File: src/rtl/conv_pkg.sv
// conv_pkg: shared types and constants for the 3x3 convolution front end.
//   conv_state_e  : frame sequencer states (IDLE, FILL, CONV, DONE)
//   KERNEL_TAPS / KERNEL_DIM : kernel geometry (9 taps, 3x3)
//   DEF_PIX_W / DEF_WGT_W / DEF_OUT_W : default datapath widths
//   ring_add()    : modulo-3 add used to walk the 3-row line-buffer ring
package conv_pkg;

    typedef enum logic [1:0] {
        IDLE = 2'd0,
        FILL = 2'd1,
        CONV = 2'd2,
        DONE = 2'd3
    } conv_state_e;

    localparam int KERNEL_TAPS = 9;
    localparam int KERNEL_DIM  = 3;

    localparam int DEF_PIX_W = 8;
    localparam int DEF_WGT_W = 8;
    localparam int DEF_OUT_W = 16;

    // (base + off) mod 3, for base in 0..2 and off in 0..2
    function automatic logic [1:0] ring_add(input logic [1:0] base, input int unsigned off);
        int unsigned s;
        s = 32'(base) + off;
        if (s >= 32'd3) begin
            s = s - 32'd3;
        end
        return 2'(s);
    endfunction

endpackage

File: src/rtl/conv_line_buf.sv
// conv_line_buf: 3-row ring of IMG_W x PIX_W registers.
//   clk, rst_n : clock, asynchronous active-low reset (ring pointer only)
//   clear      : restart the ring at physical row 0 (frame start)
//   we, wcol, wdata : pixel write into the current write row at column wcol;
//                     writing the last column advances the write row
//   rcol       : column to read
//   rd_pix[0..2] : combinational top / middle / bottom pixels at rcol
// Once three rows are loaded the write row is always the oldest row, so the
// write pointer itself names the top row and the next two ring slots give
// middle and bottom.
module conv_line_buf
    import conv_pkg::*;
#(
    parameter int IMG_W = 8,
    parameter int PIX_W = DEF_PIX_W,
    parameter int COL_W = $clog2(IMG_W)
) (
    input  logic             clk,
    input  logic             rst_n,
    input  logic             clear,
    input  logic             we,
    input  logic [COL_W-1:0] wcol,
    input  logic [PIX_W-1:0] wdata,
    input  logic [COL_W-1:0] rcol,
    output logic [PIX_W-1:0] rd_pix [KERNEL_DIM]
);

    logic [PIX_W-1:0] mem_q [KERNEL_DIM][IMG_W];
    logic [1:0]       wr_row_q;

    always_ff @(posedge clk or negedge rst_n) begin
        if (!rst_n) begin
            wr_row_q <= 2'd0;
        end else if (clear) begin
            wr_row_q <= 2'd0;
        end else if (we && (wcol == COL_W'(IMG_W - 1))) begin
            wr_row_q <= ring_add(wr_row_q, 1);
        end
    end

    // Pixel storage needs no reset: every row is rewritten before it is read.
    always_ff @(posedge clk) begin
        if (we) begin
            mem_q[wr_row_q][wcol] <= wdata;
        end
    end

    for (genvar gi = 0; gi < KERNEL_DIM; gi++) begin : g_rd
        assign rd_pix[gi] = mem_q[ring_add(wr_row_q, gi)][rcol];
    end

endmodule

File: src/rtl/conv_window_mult.sv
// conv_window_mult: line-buffers a row-major pixel stream and, for every 3x3
// window, emits three beats (addr 0,1,2) of per-row products window*kernel.
//   clk, rst_n         : clock, asynchronous active-low reset
//   start              : begin a frame (IDLE only)
//   w_we, w_idx, w_data: kernel weight write, idx=row*3+col (IDLE only)
//   pix_valid/pix_data/pix_ready : pixel stream handshake
//   din1..din3         : top/middle/bottom row products (registered)
//   addr, enable       : window column; enable marks the addr==2 beat
//   end_sign           : addr==2 beat of the frame's last window
//   busy               : sequencer not in IDLE
// Optional macro CONV_PERF_CNT_EN adds perf_win (enable beats since start)
// and perf_stall (FILL cycles without pix_valid), both saturating.
module conv_window_mult
    import conv_pkg::*;
#(
    parameter int IMG_W = 8,
    parameter int IMG_H = 8,
    parameter int PIX_W = DEF_PIX_W,
    parameter int WGT_W = DEF_WGT_W,
    parameter int OUT_W = DEF_OUT_W
) (
    input  logic                    clk,
    input  logic                    rst_n,
    input  logic                    start,
    input  logic                    w_we,
    input  logic [3:0]              w_idx,
    input  logic signed [WGT_W-1:0] w_data,
    input  logic                    pix_valid,
    input  logic [PIX_W-1:0]        pix_data,
    output logic                    pix_ready,
    output logic [OUT_W-1:0]        din1,
    output logic [OUT_W-1:0]        din2,
    output logic [OUT_W-1:0]        din3,
    output logic [1:0]              addr,
    output logic                    enable,
    output logic                    end_sign,
    output logic                    busy
`ifdef CONV_PERF_CNT_EN
    ,
    output logic [15:0]             perf_win,
    output logic [15:0]             perf_stall
`endif
);

    localparam int COL_W  = $clog2(IMG_W);
    localparam int ROW_W  = $clog2(IMG_H);
    localparam int PROD_W = PIX_W + WGT_W + 1;

    conv_state_e state_q, state_d;
    logic [COL_W-1:0] col_q, col_d;   // write column in FILL
    logic [1:0]       rows_q, rows_d; // rows loaded, saturates at 3
    logic [COL_W-1:0] ox_q, ox_d;
    logic [ROW_W-1:0] oy_q, oy_d;
    logic [1:0]       b_q, b_d;

    logic issue, buf_clear, buf_we;
    logic win_last, frame_last;

    logic signed [WGT_W-1:0] w_q [KERNEL_TAPS];
    logic [PIX_W-1:0]        rd_pix [KERNEL_DIM];
    logic [OUT_W-1:0]        prod_trunc [KERNEL_DIM];

    logic [OUT_W-1:0] din_q [KERNEL_DIM];
    logic [1:0]       addr_q;
    logic             enable_q, end_q;

    assign win_last   = (b_q == 2'd2) && (ox_q == COL_W'(IMG_W - 3));
    assign frame_last = win_last && (oy_q == ROW_W'(IMG_H - 3));

    always_comb begin
        state_d   = state_q;
        col_d     = col_q;
        rows_d    = rows_q;
        ox_d      = ox_q;
        oy_d      = oy_q;
        b_d       = b_q;
        pix_ready = 1'b0;
        issue     = 1'b0;
        buf_clear = 1'b0;
        buf_we    = 1'b0;
        case (state_q)
            IDLE: begin
                if (start) begin
                    state_d   = FILL;
                    col_d     = '0;
                    rows_d    = 2'd0;
                    ox_d      = '0;
                    oy_d      = '0;
                    b_d       = 2'd0;
                    buf_clear = 1'b1;
                end
            end
            FILL: begin
                pix_ready = 1'b1;
                if (pix_valid) begin
                    buf_we = 1'b1;
                    if (col_q == COL_W'(IMG_W - 1)) begin
                        col_d = '0;
                        // First visit needs three rows; afterwards one row refills the ring.
                        if (rows_q < 2'd2) begin
                            rows_d = rows_q + 2'd1;
                        end else begin
                            rows_d  = 2'd3;
                            state_d = CONV;
                        end
                    end else begin
                        col_d = col_q + COL_W'(1);
                    end
                end
            end
            CONV: begin
                issue = 1'b1;
                if (b_q == 2'd2) begin
                    b_d = 2'd0;
                    if (win_last) begin
                        ox_d = '0;
                        if (frame_last) begin
                            state_d = DONE;
                        end else begin
                            oy_d    = oy_q + ROW_W'(1);
                            state_d = FILL;
                        end
                    end else begin
                        ox_d = ox_q + COL_W'(1);
                    end
                end else begin
                    b_d = b_q + 2'd1;
                end
            end
            DONE: begin
                state_d = IDLE;
            end
            default: begin
                state_d = IDLE;
            end
        endcase
    end

    always_ff @(posedge clk or negedge rst_n) begin
        if (!rst_n) begin
            state_q <= IDLE;
            col_q   <= '0;
            rows_q  <= 2'd0;
            ox_q    <= '0;
            oy_q    <= '0;
            b_q     <= 2'd0;
        end else begin
            state_q <= state_d;
            col_q   <= col_d;
            rows_q  <= rows_d;
            ox_q    <= ox_d;
            oy_q    <= oy_d;
            b_q     <= b_d;
        end
    end

    always_ff @(posedge clk or negedge rst_n) begin
        if (!rst_n) begin
            for (int i = 0; i < KERNEL_TAPS; i++) begin
                w_q[i] <= '0;
            end
        end else if ((state_q == IDLE) && w_we && (w_idx < 4'(KERNEL_TAPS))) begin
            w_q[w_idx] <= w_data;
        end
    end

    conv_line_buf #(
        .IMG_W (IMG_W),
        .PIX_W (PIX_W),
        .COL_W (COL_W)
    ) u_line_buf (
        .clk    (clk),
        .rst_n  (rst_n),
        .clear  (buf_clear),
        .we     (buf_we),
        .wcol   (col_q),
        .wdata  (pix_data),
        .rcol   (ox_q + COL_W'(b_q)),
        .rd_pix (rd_pix)
    );

    // Pixels are unsigned: a zero MSB makes them non-negative signed operands,
    // so the product is exact in PROD_W bits before truncation to OUT_W.
    for (genvar gi = 0; gi < KERNEL_DIM; gi++) begin : g_row
        logic signed [WGT_W-1:0]  w_sel;
        logic signed [PROD_W-1:0] prod;
        assign w_sel          = w_q[KERNEL_DIM * gi + int'(b_q)];
        assign prod           = $signed({1'b0, rd_pix[gi]}) * w_sel;
        assign prod_trunc[gi] = OUT_W'(prod);
    end

    // Non-issue cycles drive zeros so downstream slots never see stale data.
    always_ff @(posedge clk or negedge rst_n) begin
        if (!rst_n) begin
            for (int i = 0; i < KERNEL_DIM; i++) begin
                din_q[i] <= '0;
            end
            addr_q   <= 2'd0;
            enable_q <= 1'b0;
            end_q    <= 1'b0;
        end else begin
            for (int i = 0; i < KERNEL_DIM; i++) begin
                din_q[i] <= issue ? prod_trunc[i] : '0;
            end
            addr_q   <= issue ? b_q : 2'd0;
            enable_q <= issue && (b_q == 2'd2);
            end_q    <= issue && frame_last;
        end
    end

    assign din1     = din_q[0];
    assign din2     = din_q[1];
    assign din3     = din_q[2];
    assign addr     = addr_q;
    assign enable   = enable_q;
    assign end_sign = end_q;
    assign busy     = (state_q != IDLE);

`ifdef CONV_PERF_CNT_EN
    logic [15:0] perf_win_q, perf_stall_q;

    // Counted at issue so the total is visible on the same edge as enable.
    always_ff @(posedge clk or negedge rst_n) begin
        if (!rst_n) begin
            perf_win_q   <= '0;
            perf_stall_q <= '0;
        end else if ((state_q == IDLE) && start) begin
            perf_win_q   <= '0;
            perf_stall_q <= '0;
        end else begin
            if (issue && (b_q == 2'd2) && (perf_win_q != 16'hFFFF)) begin
                perf_win_q <= perf_win_q + 16'd1;
            end
            if ((state_q == FILL) && !pix_valid && (perf_stall_q != 16'hFFFF)) begin
                perf_stall_q <= perf_stall_q + 16'd1;
            end
        end
    end

    assign perf_win   = perf_win_q;
    assign perf_stall = perf_stall_q;
`endif

endmodule

File: config.mk
export PLATFORM = sky130hd
export DESIGN_NAME = conv_window_mult
export DESIGN_NICKNAME = d
export VERILOG_FILES = /design/src/rtl/conv_pkg.sv /design/src/rtl/conv_line_buf.sv /design/src/rtl/conv_window_mult.sv
export SDC_FILE = /design/constraint.sdc
export NUM_CORES = 1
export LEC_CHECK = 0
export ABC_CLOCK_PERIOD_IN_PS = 6950
export CORE_ASPECT_RATIO = 0.7
export CORE_MARGIN = 1
export CORE_UTILIZATION = 57
export CTS_CLUSTER_DIAMETER = 100
export DETAILED_ROUTE_END_ITERATION = 10
export MAX_ROUTING_LAYER = met4
export PLACE_DENSITY = 0.89
export SLEW_MARGIN = 0
export SYNTH_ARGS = -nofsm -noshare
export SYNTH_HDL_FRONTEND = slang
export SYNTH_SLANG_ARGS = --single-unit
File: constraint.sdc
create_clock -name clk -period 6.95 [get_ports clk]
set_clock_uncertainty 0.15 [all_clocks]
set_input_delay 1.39 -clock clk [delete_from_list [all_inputs] [get_ports clk]]
set_output_delay 1.39 -clock clk [all_outputs]
set_load 0.02 [all_outputs]
==> results.json, run 1 <==
{
  "outcome": "finished clean",
  "htree_levels": 2,
  "critPathMaxFanout": 11,
  "reg2reg_depth": 21,
  "grt_max_degree": 83,
  "fin_setup_tns_ps": 0,
  "synth_seq_area_share_pct": 40.5,
  "powerDensity_nw_per_um2": 416,
  "worstMarginPinSlew_ps": 1380,
  "core_um2": 39700,
  "finalCritPeriodShare_pct": 97.3,
  "worstSetupPathType": "flip-flop to flip-flop",
  "syn-cell-area_um2": 22900,
  "rr_endpoint": "din3[15]$_DFF_PN0_",
  "drc_errors": 0,
  "hold_start": "w_q[31]$_DFFE_PN0P_",
  "io_pins": 79,
  "leakagePower_uw": 0.0110,
  "grt-ovfl-total": 0,
  "drt.antenna.violating_nets": 0,
  "crit_slowest_cell": "nor2_1",
  "rsz0062_at_grt": "no",
  "setup_viol": 0,
  "die_height_um": 170,
  "cap_violations": 0,
  "num_vias": 15739,
  "gp_congestion": 0.974,
  "r2r_start": "ox_q[0]$_DFFE_PN0P_",
  "async_flop_share_pct": 42.3,
  "cp_cell_sequence": "ha_4, inv_1, fa_2, inv_1, nor2_1, a22o_1, a22oi_2, or2_1, fa_1, fa_1, inv_1, fa_1, inv_1, fa_1, inv_1, ha_1, o21a_1, o31a_1, and3_1, or3_1, a21oi_1",
  "die_w_um": 242,
  "ys_ff_latch": 333,
  "place_area_um2": 24500,
  "dpl_worst_slack_ps": 144,
  "dieArea_um2": 41100,
  "antenna_found_initial": 0,
  "drt_iter0_drc": 2065,
  "cp_data_required_time_ps": 7270,
  "path_clk_slew_ps": 60,
  "min_to": "w_q[31]$_DFFE_PN0P_",
  "layout_common_cells": "192 x edfxtp_1, 182 x inv_1, 167 x nor2_1",
  "finish.instance_area_um2": 25700,
  "synthesis.yosys.warnings": 0,
  "start_kind": "flip-flop",
  "grt_pass1_vias": 15940,
  "diodes": 0,
  "cp_common_cell": "inv_1",
  "synth_edf_count": 192,
  "dp_hpwl_um": 43000,
  "syn2layout_area_growth_pct": 12.1,
  "hold_class": "flip-flop to flip-flop",
  "wire_per_inst_um": 24.0,
  "clkLatencyLatePin_ps": 550,
  "syn_nets": 2065,
  "netlist_instances": 1792,
  "drive_above_1_share_pct": 19.9,
  "final_common_cell": "edfxtp_1",
  "synth_area_per_cell_um2": 12.8,
  "utilization_pct": 64.8,
  "wirelength_um": 59000,
  "initial_core_util_pct": 57.8,
  "synth_cell_types": 71,
  "slowest_delay_ps": 690,
  "cts_tree": "built",
  "track_usage_pct": 30.3,
  "synth-main-ff-cell": "edfxtp_1",
  "max-clock-path-buffers": 3,
  "fin_crit_ps": 6770,
  "final_max_slew_viol_count": 0,
  "vias_per_cell": 6.42,
  "io_buffers": 78,
  "root_buffer": "clkbuf_16",
  "peakVddDrop_uv": 306,
  "cts_hold_buf": 0,
  "hold_violations": 0,
  "numCtsBuffers": 35,
  "slew_headroom_pct": 7.28,
  "num_rows": 61,
  "fmax_mhz": 148,
  "final_nets": 2166,
  "clock_sinks": 333,
  "whs_path_depth": 1,
  "cp.arrival_ps": 7080,
  "dr.pass1.iters": 6,
  "setup_ws_ps": 185,
  "grt_pass1_wl_um": 91900,
  "end_kind": "flip-flop",
  "reg2reg_slack_ps": 180
}
[final cells by class]
cell class	count	area, um2
fillers	2795	14000
flip-flops and latches	333	9300
multi-input cells	1200	12600
clock buffers	46	968
clock inverters	16	178
well taps	535	669
inverters	185	694
repair buffers	138	1290
[where the power goes]
part	total (uW)	leakage, uW	internal, uW	switching [uW]
Clock	1910	0.000567	1100	810
Sequential	2430	0.00366	2280	147
Combinational	6370	0.00677	2650	3720
Total	10700	0.0110	6030	4680
[repair_timing]
| action | CTS | global route |
|---|---|---|
| buffers inserted | 0 | 3 |
| resized for setup | 0 | 13 |
| endpoints found under the setup margin | 0 | 9 |
[sequential cells by signal, indices dropped and copies added, names as in the netlist]
signal               flops
u_line_buf.mem_q       192
w_q                     72
din1                    16
din2                    16
din3                    16
col_q                    3
ox_q                     3
oy_q                     3
addr                     2
b_q                      2
rows_q                   2
state_q                  2
u_line_buf.wr_row_q      2
enable                   1
end_sign                 1
[critical path, delay by kind of cell, from the launching register on]
kind                       cells  cell delay (ps)
and+or+nand+nor                4             1550
DFF                            1              430
adders and majority gates      7             2970
AOI/OAI and AO/OA              5             1130
buffers and inverters          5              440
[cells by family (layout without fill, tap and decap cells)]
family	count (synthesis)	count (layout)	share of synthesized area [%]
multiplexers	305	305	21.1
flip-flops	333	333	40.5
AND/OR/NAND/NOR	428	428	9.20
XOR/XNOR	32	32	1.29
buffers and inverters	259	385	5.08
AO/OA/AOI/OAI	187	187	5.66
adder cells (fa/ha/maj)	248	248	17.2
[synthesized netlist by cell type, types with 5 or more instances]
| cell type | instances | area, um2 |
|---|---|---|
| a211oi_1 | 7 | 52.6 |
| a21o_1 | 17 | 128 |
| a21oi_1 | 53 | 265 |
| a22o_1 | 8 | 70.1 |
| a31oi_1 | 6 | 37.5 |
| and2_1 | 56 | 350 |
| and3_1 | 10 | 62.6 |
| buf_2 | 17 | 85.1 |
| buf_4 | 13 | 97.6 |
| buf_6 | 12 | 135 |
| clkbuf_1 | 28 | 105 |
| dfrtp_1 | 141 | 3530 |
| edfxtp_1 | 192 | 5770 |
| fa_1 | 112 | 2240 |
| ha_1 | 136 | 1700 |
| inv_1 | 182 | 683 |
| mux2_1 | 8 | 90.1 |
| mux2_2 | 91 | 1020 |
| mux2i_1 | 73 | 731 |
| mux4_2 | 133 | 3000 |
| nand2_1 | 59 | 221 |
| nand2b_1 | 31 | 194 |
| nand3_1 | 12 | 60.1 |
| nor2_1 | 167 | 627 |
| nor2b_1 | 12 | 75.1 |
| nor3_1 | 23 | 115 |
| nor4_1 | 11 | 68.8 |
| o211ai_1 | 5 | 37.5 |
| o21a_1 | 9 | 67.6 |
| o21ai_0 | 39 | 195 |
| o31ai_1 | 6 | 45.0 |
| or2_1 | 22 | 138 |
| or2_2 | 9 | 56.3 |
| xnor2_1 | 18 | 158 |
| xor2_1 | 12 | 105 |
[stage by stage]
stage,total power [uW],hold slack (ps),std cells
floorplan,6930,308,1792
CTS,10600,353,2450
global route,11400,373,2453
detailed placement,8630,336,2388
finish,10700,357,2453
global placement,8430,316,2388
[worst max path at each step]
stage	from	end	slack [ps]
after global placement	ox_q[0]$_DFFE_PN0P_	din3[15]$_DFF_PN0_	300
final	ox_q[0]$_DFFE_PN0P_	din3[15]$_DFF_PN0_	180
after global routing	ox_q[0]$_DFFE_PN0P_	din3[15]$_DFF_PN0_	2
after detailed placement	ox_q[0]$_DFFE_PN0P_	din3[15]$_DFF_PN0_	140
after floorplan	b_q[1]$_DFFE_PN0P_	din3[15]$_DFF_PN0_	310
after CTS	ox_q[0]$_DFFE_PN0P_	din3[15]$_DFF_PN0_	100
[per-layer routing]
metal / wire length [um] / global-route usage (%) / vias up
li1: - / - / 6659
met1: 24100 / 41.8 / 7988
met2: 26600 / 44.8 / 964
met3: 6580 / 7.25 / 128
met4: 1720 / 9.25 / 0
met5: 0 / - / -
(Power assumes the default switching activity.)
==> run 2, diff against run 1 <==
--- a/config.mk
+++ b/config.mk
@@ -7,13 +7,12 @@
 export LEC_CHECK = 0
 export ABC_CLOCK_PERIOD_IN_PS = 6950
 export CORE_ASPECT_RATIO = 0.7
-export CORE_MARGIN = 1
-export CORE_UTILIZATION = 57
+export CORE_MARGIN = 2
+export CORE_UTILIZATION = 35
 export CTS_CLUSTER_DIAMETER = 100
 export DETAILED_ROUTE_END_ITERATION = 10
 export MAX_ROUTING_LAYER = met4
-export PLACE_DENSITY = 0.89
-export SLEW_MARGIN = 0
+export PLACE_DENSITY = 0.63
 export SYNTH_ARGS = -nofsm -noshare
 export SYNTH_HDL_FRONTEND = slang
 export SYNTH_SLANG_ARGS = --single-unit
==> run 2 against run 1 <==
Compared with the run above:
- utilization is 24 points lower
- final cell count grew 15%
- count of clock-buffer cells in the layout rose by 3
- clock power hardly changed
- combinational power is essentially flat
- sequential power hardly changed
- critical path depth up 2
- final area increased by 2.1%
- largest cell class unchanged
==> results.json, run 2 (synthesis gave the netlist of run 1 again) <==
{
  "slowest_delay_ps": 650,
  "drt_iter0_drc": 1530,
  "hold_class": "flip-flop to flip-flop",
  "path_clk_slew_ps": 70,
  "fillCellCount": 6078,
  "outcome": "finished clean",
  "track_usage_pct": 19.0,
  "die_w_um": 310,
  "fin_crit_ps": 6730,
  "cp_cell_sequence": "ha_4, inv_1, fa_2, buf_12, buf_4, mux4_2, mux2i_1, o21ai_0, nand2_2, or2_2, fa_1, fa_1, inv_1, fa_1, inv_1, fa_1, inv_1, ha_1, o21a_1, o31a_1, and3_1, or3_1, a21oi_1",
  "dieArea_um2": 67700,
  "powerDensity_nw_per_um2": 407,
  "crit_slowest_cell": "fa_2",
  "reg_top3": "u_line_buf.mem_q x192, w_q x72",
  "final_nets": 2180,
  "dp_hpwl_um": 46200,
  "finalCritPeriodShare_pct": 96.8,
  "numCtsBuffers": 35,
  "leakagePower_uw": 0.0111,
  "cap_violations": 0,
  "utilization_pct": 40.5,
  "initial_core_util_pct": 35.4,
  "worstMarginPinSlew_ps": 1170,
  "core_um2": 64800,
  "route.met2.wl_um": 26100,
  "setup_viol": 0,
  "vias_per_cell": 5.36,
  "cp.arrival_ps": 7050,
  "fmax_mhz": 149,
  "final_common_cell": "edfxtp_1",
  "wl_met1_um": 30100,
  "die_height_um": 218,
  "end_kind": "flip-flop",
  "cp_top_family": "adder cells",
  "drt.antenna.violating_nets": 0,
  "drc_errors": 0,
  "final_max_slew_viol_count": 0,
  "met3_length_um": 4460,
  "wirelength_um": 61500,
  "start_kind": "flip-flop",
  "io_pins": 79,
  "num_vias": 15097,
  "gp_congestion": 0.906,
  "num_rows": 78,
  "worstSetupPathType": "flip-flop to flip-flop",
  "grt_pass1_wl_um": 95100,
  "clkLatencyLatePin_ps": 550,
  "antenna_found_initial": 3,
  "cts_tree": "built",
  "slew_headroom_pct": 21.6,
  "drive_above_1_share_pct": 20.2,
  "root_buffer": "clkbuf_16",
  "dr.pass1.iters": 5,
  "hold_violations": 0,
  "wire_per_inst_um": 21.9,
  "layout_common_cells": "192 x edfxtp_1, 182 x inv_1, 167 x nor2_1",
  "grt_pass1_vias": 15574,
  "reg2reg_slack_ps": 220,
  "finish.instance_area_um2": 26300,
  "grt_max_degree": 94,
  "largest_reg_flops": 192,
  "top_register": "u_line_buf.mem_q",
  "io_buffers": 78,
  "grt-ovfl-total": 0,
  "place_area_um2": 25000,
  "critPathMaxFanout": 15,
  "top_layer_used": "met4",
  "syn2layout_area_growth_pct": 14.4,
  "peakVddDrop_uv": 241,
  "clock_sinks": 333,
  "htree_levels": 2,
  "rsz0062_at_grt": "yes",
  "cp_data_required_time_ps": 7270,
  "max-clock-path-buffers": 3,
  "critPathBufInv": 6
}
run 2: routing by layer:
layer,global-route usage (%),vias up
met5,-,-
met4,2.90,0
met3,3.18,64
met2,27.2,532
met1,28.8,7826
li1,-,6675
run 2: cell type report:
class	instances	area [um2]	area share [%]
antenna	1	2.50	0.00953
tap	880	1100	4.19
inverter	185	694	2.64
clock buffer	49	1000	3.81
multi-input combinational	1201	12600	48.0
clock inverter	14	139	0.529
timing repair buffer	151	1430	5.43
sequential	333	9290	35.4
run 2: where the power goes:
part	internal (uW)	total [uW]	switching (uW)
clock	1060	1910	852
sequential	2280	2410	131
combinational	2670	6370	3700
total	6010	10700	4680
run 2: repair_timing:
action / CTS / global route
cloned: 0 / 1
setup endpoints to repair: 1 / 10
resized for setup: 1 / 3
pin swaps: 0 / 3
setup buffers: 0 / 7
hold buffers: 0 / 0
run 2: worst paths after layout:
path                                           from            endpoint  cells after the start
worst min-delay path             w_q[1]$_DFFE_PN0P_  w_q[1]$_DFFE_PN0P_                      1
min in group asynchronous                     rst_n  din3[11]$_DFF_PN0_                      1
worst max-delay path            ox_q[0]$_DFFE_PN0P_  din3[15]$_DFF_PN0_                     23
worst min register to register   w_q[1]$_DFFE_PN0P_  w_q[1]$_DFFE_PN0P_                      1
max in group asynchronous                     rst_n   din2[0]$_DFF_PN0_                      2
worst max register to register  ox_q[0]$_DFFE_PN0P_  din3[15]$_DFF_PN0_                     23
run 2: metrics by stage:
stage	hold WS [ps]	power, uW	setup TNS [ps]	instances	setup slack [ps]
after floorplan	308	6930	0	1792	311
after global placement	317	8610	0	2742	110
after detailed placement	329	8720	0	2742	10.9
after CTS	344	10700	0	2805	91.6
after global routing	357	11500	-27.0	2814	-27.0
final	338	10700	0	2814	219
==> run 3, diff against run 2 <==
--- a/config.mk
+++ b/config.mk
@@ -5,10 +5,12 @@
 export SDC_FILE = /design/constraint.sdc
 export NUM_CORES = 1
 export LEC_CHECK = 0
+export ABC_AREA = 1
 export ABC_CLOCK_PERIOD_IN_PS = 6950
 export CORE_ASPECT_RATIO = 0.7
 export CORE_MARGIN = 2
 export CORE_UTILIZATION = 35
+export CTS_BUF_LIST = sky130_fd_sc_hd__clkbuf_8
 export CTS_CLUSTER_DIAMETER = 100
 export DETAILED_ROUTE_END_ITERATION = 10
 export MAX_ROUTING_LAYER = met4
==> run 3 against run 2 <==
Compared with the run above:
- first-iteration DRC count rose by 100%
- non-clock buffer count fell by 9
- count of clock-buffer cells in the layout is 12 higher
- critical path depth decreased by 1
- synthesized area up 10%
- register-to-register slack gained 310 ps
- via count rose by 53%
- synthesized cell count is 88% higher
- critical endpoint is now din3[10]$_DFF_PN0_
==> results.json, run 3 <==
{
  "largest_reg_flops": 192,
  "synth_seq_area_share_pct": 36.8,
  "synth_area_leaders": "edfxtp_1 23%, nand2_1 15%, dfrtp_1 14%",
  "drc_errors": 0,
  "synthesis.yosys.warnings": 0,
  "grt-ovfl-total": 0,
  "ys_ff_latch": 333,
  "yosysTopAreaCellShare_pct": 22.8,
  "core_um2": 71500,
  "syn2layout_area_growth_pct": 12.5,
  "fin_setup_tns_ps": 0,
  "dp_hpwl_um": 58900,
  "num_vias": 23035,
  "synth-main-ff-cell": "edfxtp_1",
  "yosysMostFrequentCell": "nand2_1",
  "wire_per_inst_um": 18.5,
  "layout_common_cells": "1029 x nand2_1, 483 x nand3_1, 405 x inv_1",
  "clock_sinks": 333,
  "fmax_mhz": 156,
  "grt_pass1_vias": 21384,
  "synth_area_per_cell_um2": 7.50,
  "synth_cell_types": 38,
  "syn_nets": 3638,
  "diodes": 0,
  "root_buffer": "clkbuf_8",
  "top_register": "u_line_buf.mem_q",
  "cp_cell_sequence": "ha_4, inv_1, fa_2, clkinv_1, buf_12, nand3_1, nand2_1, o21ai_0, nand2_1, fa_1, fa_1, inv_1, fa_1, inv_1, fa_1, inv_1, ha_1, a21oi_1, nand2_1, a21oi_1, xor2_1, nor2_1",
  "reg2reg_slack_ps": 530,
  "die_w_um": 325,
  "fin_crit_ps": 6420,
  "grt_pass1_wl_um": 128000,
  "cp_data_required_time_ps": 7330,
  "path_clk_slew_ps": 60,
  "critPathMaxFanout": 51,
  "r2r_start": "ox_q[0]$_DFFE_PN0P_",
  "cap_violations": 0,
  "yosysTopAreaCell": "edfxtp_1",
  "cp_top_family": "adder cells",
  "track_usage_pct": 22.7,
  "reg2reg_depth": 22,
  "cts_hold_buf": 0,
  "crit_start": "ox_q[0]$_DFFE_PN0P_",
  "final_common_cell": "nand2_1",
  "setup_viol": 0,
  "dieArea_um2": 74400,
  "crit_slowest_cell": "fa_2",
  "synth_edf_count": 192,
  "final_cells": 4412,
  "finalCritPeriodShare_pct": 92.4,
  "hold_violations": 0,
  "cp.arrival_ps": 6800,
  "netlist_top_cells_count": "1029 x nand2_1, 483 x nand3_1, 396 x inv_1",
  "htree_levels": 2,
  "syn-cell-area_um2": 25300,
  "drive_above_1_share_pct": 6.41,
  "num_rows": 82,
  "end_kind": "flip-flop",
  "wirelength_um": 81800,
  "worstSetupPathType": "flip-flop to flip-flop",
  "slew_headroom_pct": 8.78,
  "antenna_found_initial": 0,
  "initial_core_util_pct": 35.3,
  "start_kind": "flip-flop",
  "cts_tree": "built",
  "reg_top3": "u_line_buf.mem_q x192, w_q x72",
  "async_flop_share_pct": 42.3,
  "final_max_slew_viol_count": 0,
  "drt_iter0_drc": 3078,
  "io_buffers": 78,
  "cts_setup_buffers": 0,
  "die_height_um": 229,
  "rsz0062_at_grt": "no",
  "cts_resized": 0,
  "final_nets": 3675,
  "vias_per_cell": 5.22,
  "endpoint": "din3[10]$_DFF_PN0_",
  "io_pins": 79,
  "critPathBufInv": 6,
  "worstMarginPinSlew_ps": 1360,
  "gp_congestion": 0.973,
  "dr.pass1.iters": 6,
  "max-clock-path-buffers": 3,
  "clkLatencyLatePin_ps": 710,
  "grt_max_degree": 126,
  "slowest_delay_ps": 830,
  "outcome": "finished clean",
  "numCtsBuffers": 55,
  "cp_num_cells": 22,
  "drt.antenna.violating_nets": 0,
  "rr_endpoint": "din3[10]$_DFF_PN0_",
  "dp_cells": 4311,
  "hold_class": "flip-flop to flip-flop",
  "netlist_instances": 3365
}
==> run 3: cells by family (layout without fill, tap and decap cells) <==
group	count (synthesis)	after routing	share of synthesized area, %
AND/OR/NAND/NOR	1857	1857	30.8
buffers and inverters	564	645	8.82
AO/OA/AOI/OAI	354	354	7.63
flip-flops	333	333	36.8
adder cells (fa/ha/maj)	248	248	15.6
XOR/XNOR	9	9	0.372
==> run 3: worst min path at each step <==
stage / from / end / slack (ps) / cells after the start
final: w_q[36]$_DFFE_PN0P_ / w_q[36]$_DFFE_PN0P_ / 340 / 2
after floorplan: w_q[41]$_DFFE_PN0P_ / w_q[41]$_DFFE_PN0P_ / 300 / 2
after global placement: w_q[62]$_DFFE_PN0P_ / w_q[62]$_DFFE_PN0P_ / 320 / 2
after global routing: rst_n / din3[15]$_DFF_PN0_ / 360 / 1
after CTS: rst_n / din3[13]$_DFF_PN0_ / 340 / 1
after detailed placement: w_q[27]$_DFFE_PN0P_ / w_q[27]$_DFFE_PN0P_ / 320 / 2
==> run 3: per-stage QoR <==
stage / setup slack [ps] / utilization [%] / hold WS, ps / area, um2
2_1_floorplan: 1160 / - / 303 / 25300
3_3_place_gp: 710 / 38.1 / 317 / 27200
3_5_place_dp: 630 / 38.1 / 323 / 27200
4_1_cts: 548 / 39.7 / 339 / 28400
5_1_grt: 141 / 39.7 / 358 / 28400
6_report: 529 / 39.7 / 337 / 28400
==> run 3: layout make-up <==
class | count | area [um2]
flip-flops and latches | 333 | 9300
fillers | 7336 | 43100
well taps | 966 | 1210
multi-input cells | 2468 | 13800
repair buffers | 142 | 1440
inverters | 402 | 1510
clock inverters | 40 | 322
clock buffers | 61 | 840
==> run 3: worst register-to-register path, delay by kind of cell (launching register included) <==
kind | cells | cell delay [ps]
flip-flops | 1 | 460
AO/OA/AOI/OAI | 3 | 940
AND/OR/NAND/NOR | 5 | 550
adder cells (fa/ha/maj) | 7 | 3370
buffers and inverters | 6 | 640
XOR/XNOR | 1 | 160
==> run 3: metal layers <==
metal  global-route usage, %  routed length (um)  up-vias
li1                        -                   -    10917
met1                    34.5               38800    10850
met2                    30.1               32000     1134
met3                    5.11                9280      134
met4                    5.16                1730        0
met5                       -                   0        -
Power of run 3 is not shown: default switching activity piles up to over one toggle a cycle in this logic, so the estimate is an artifact.
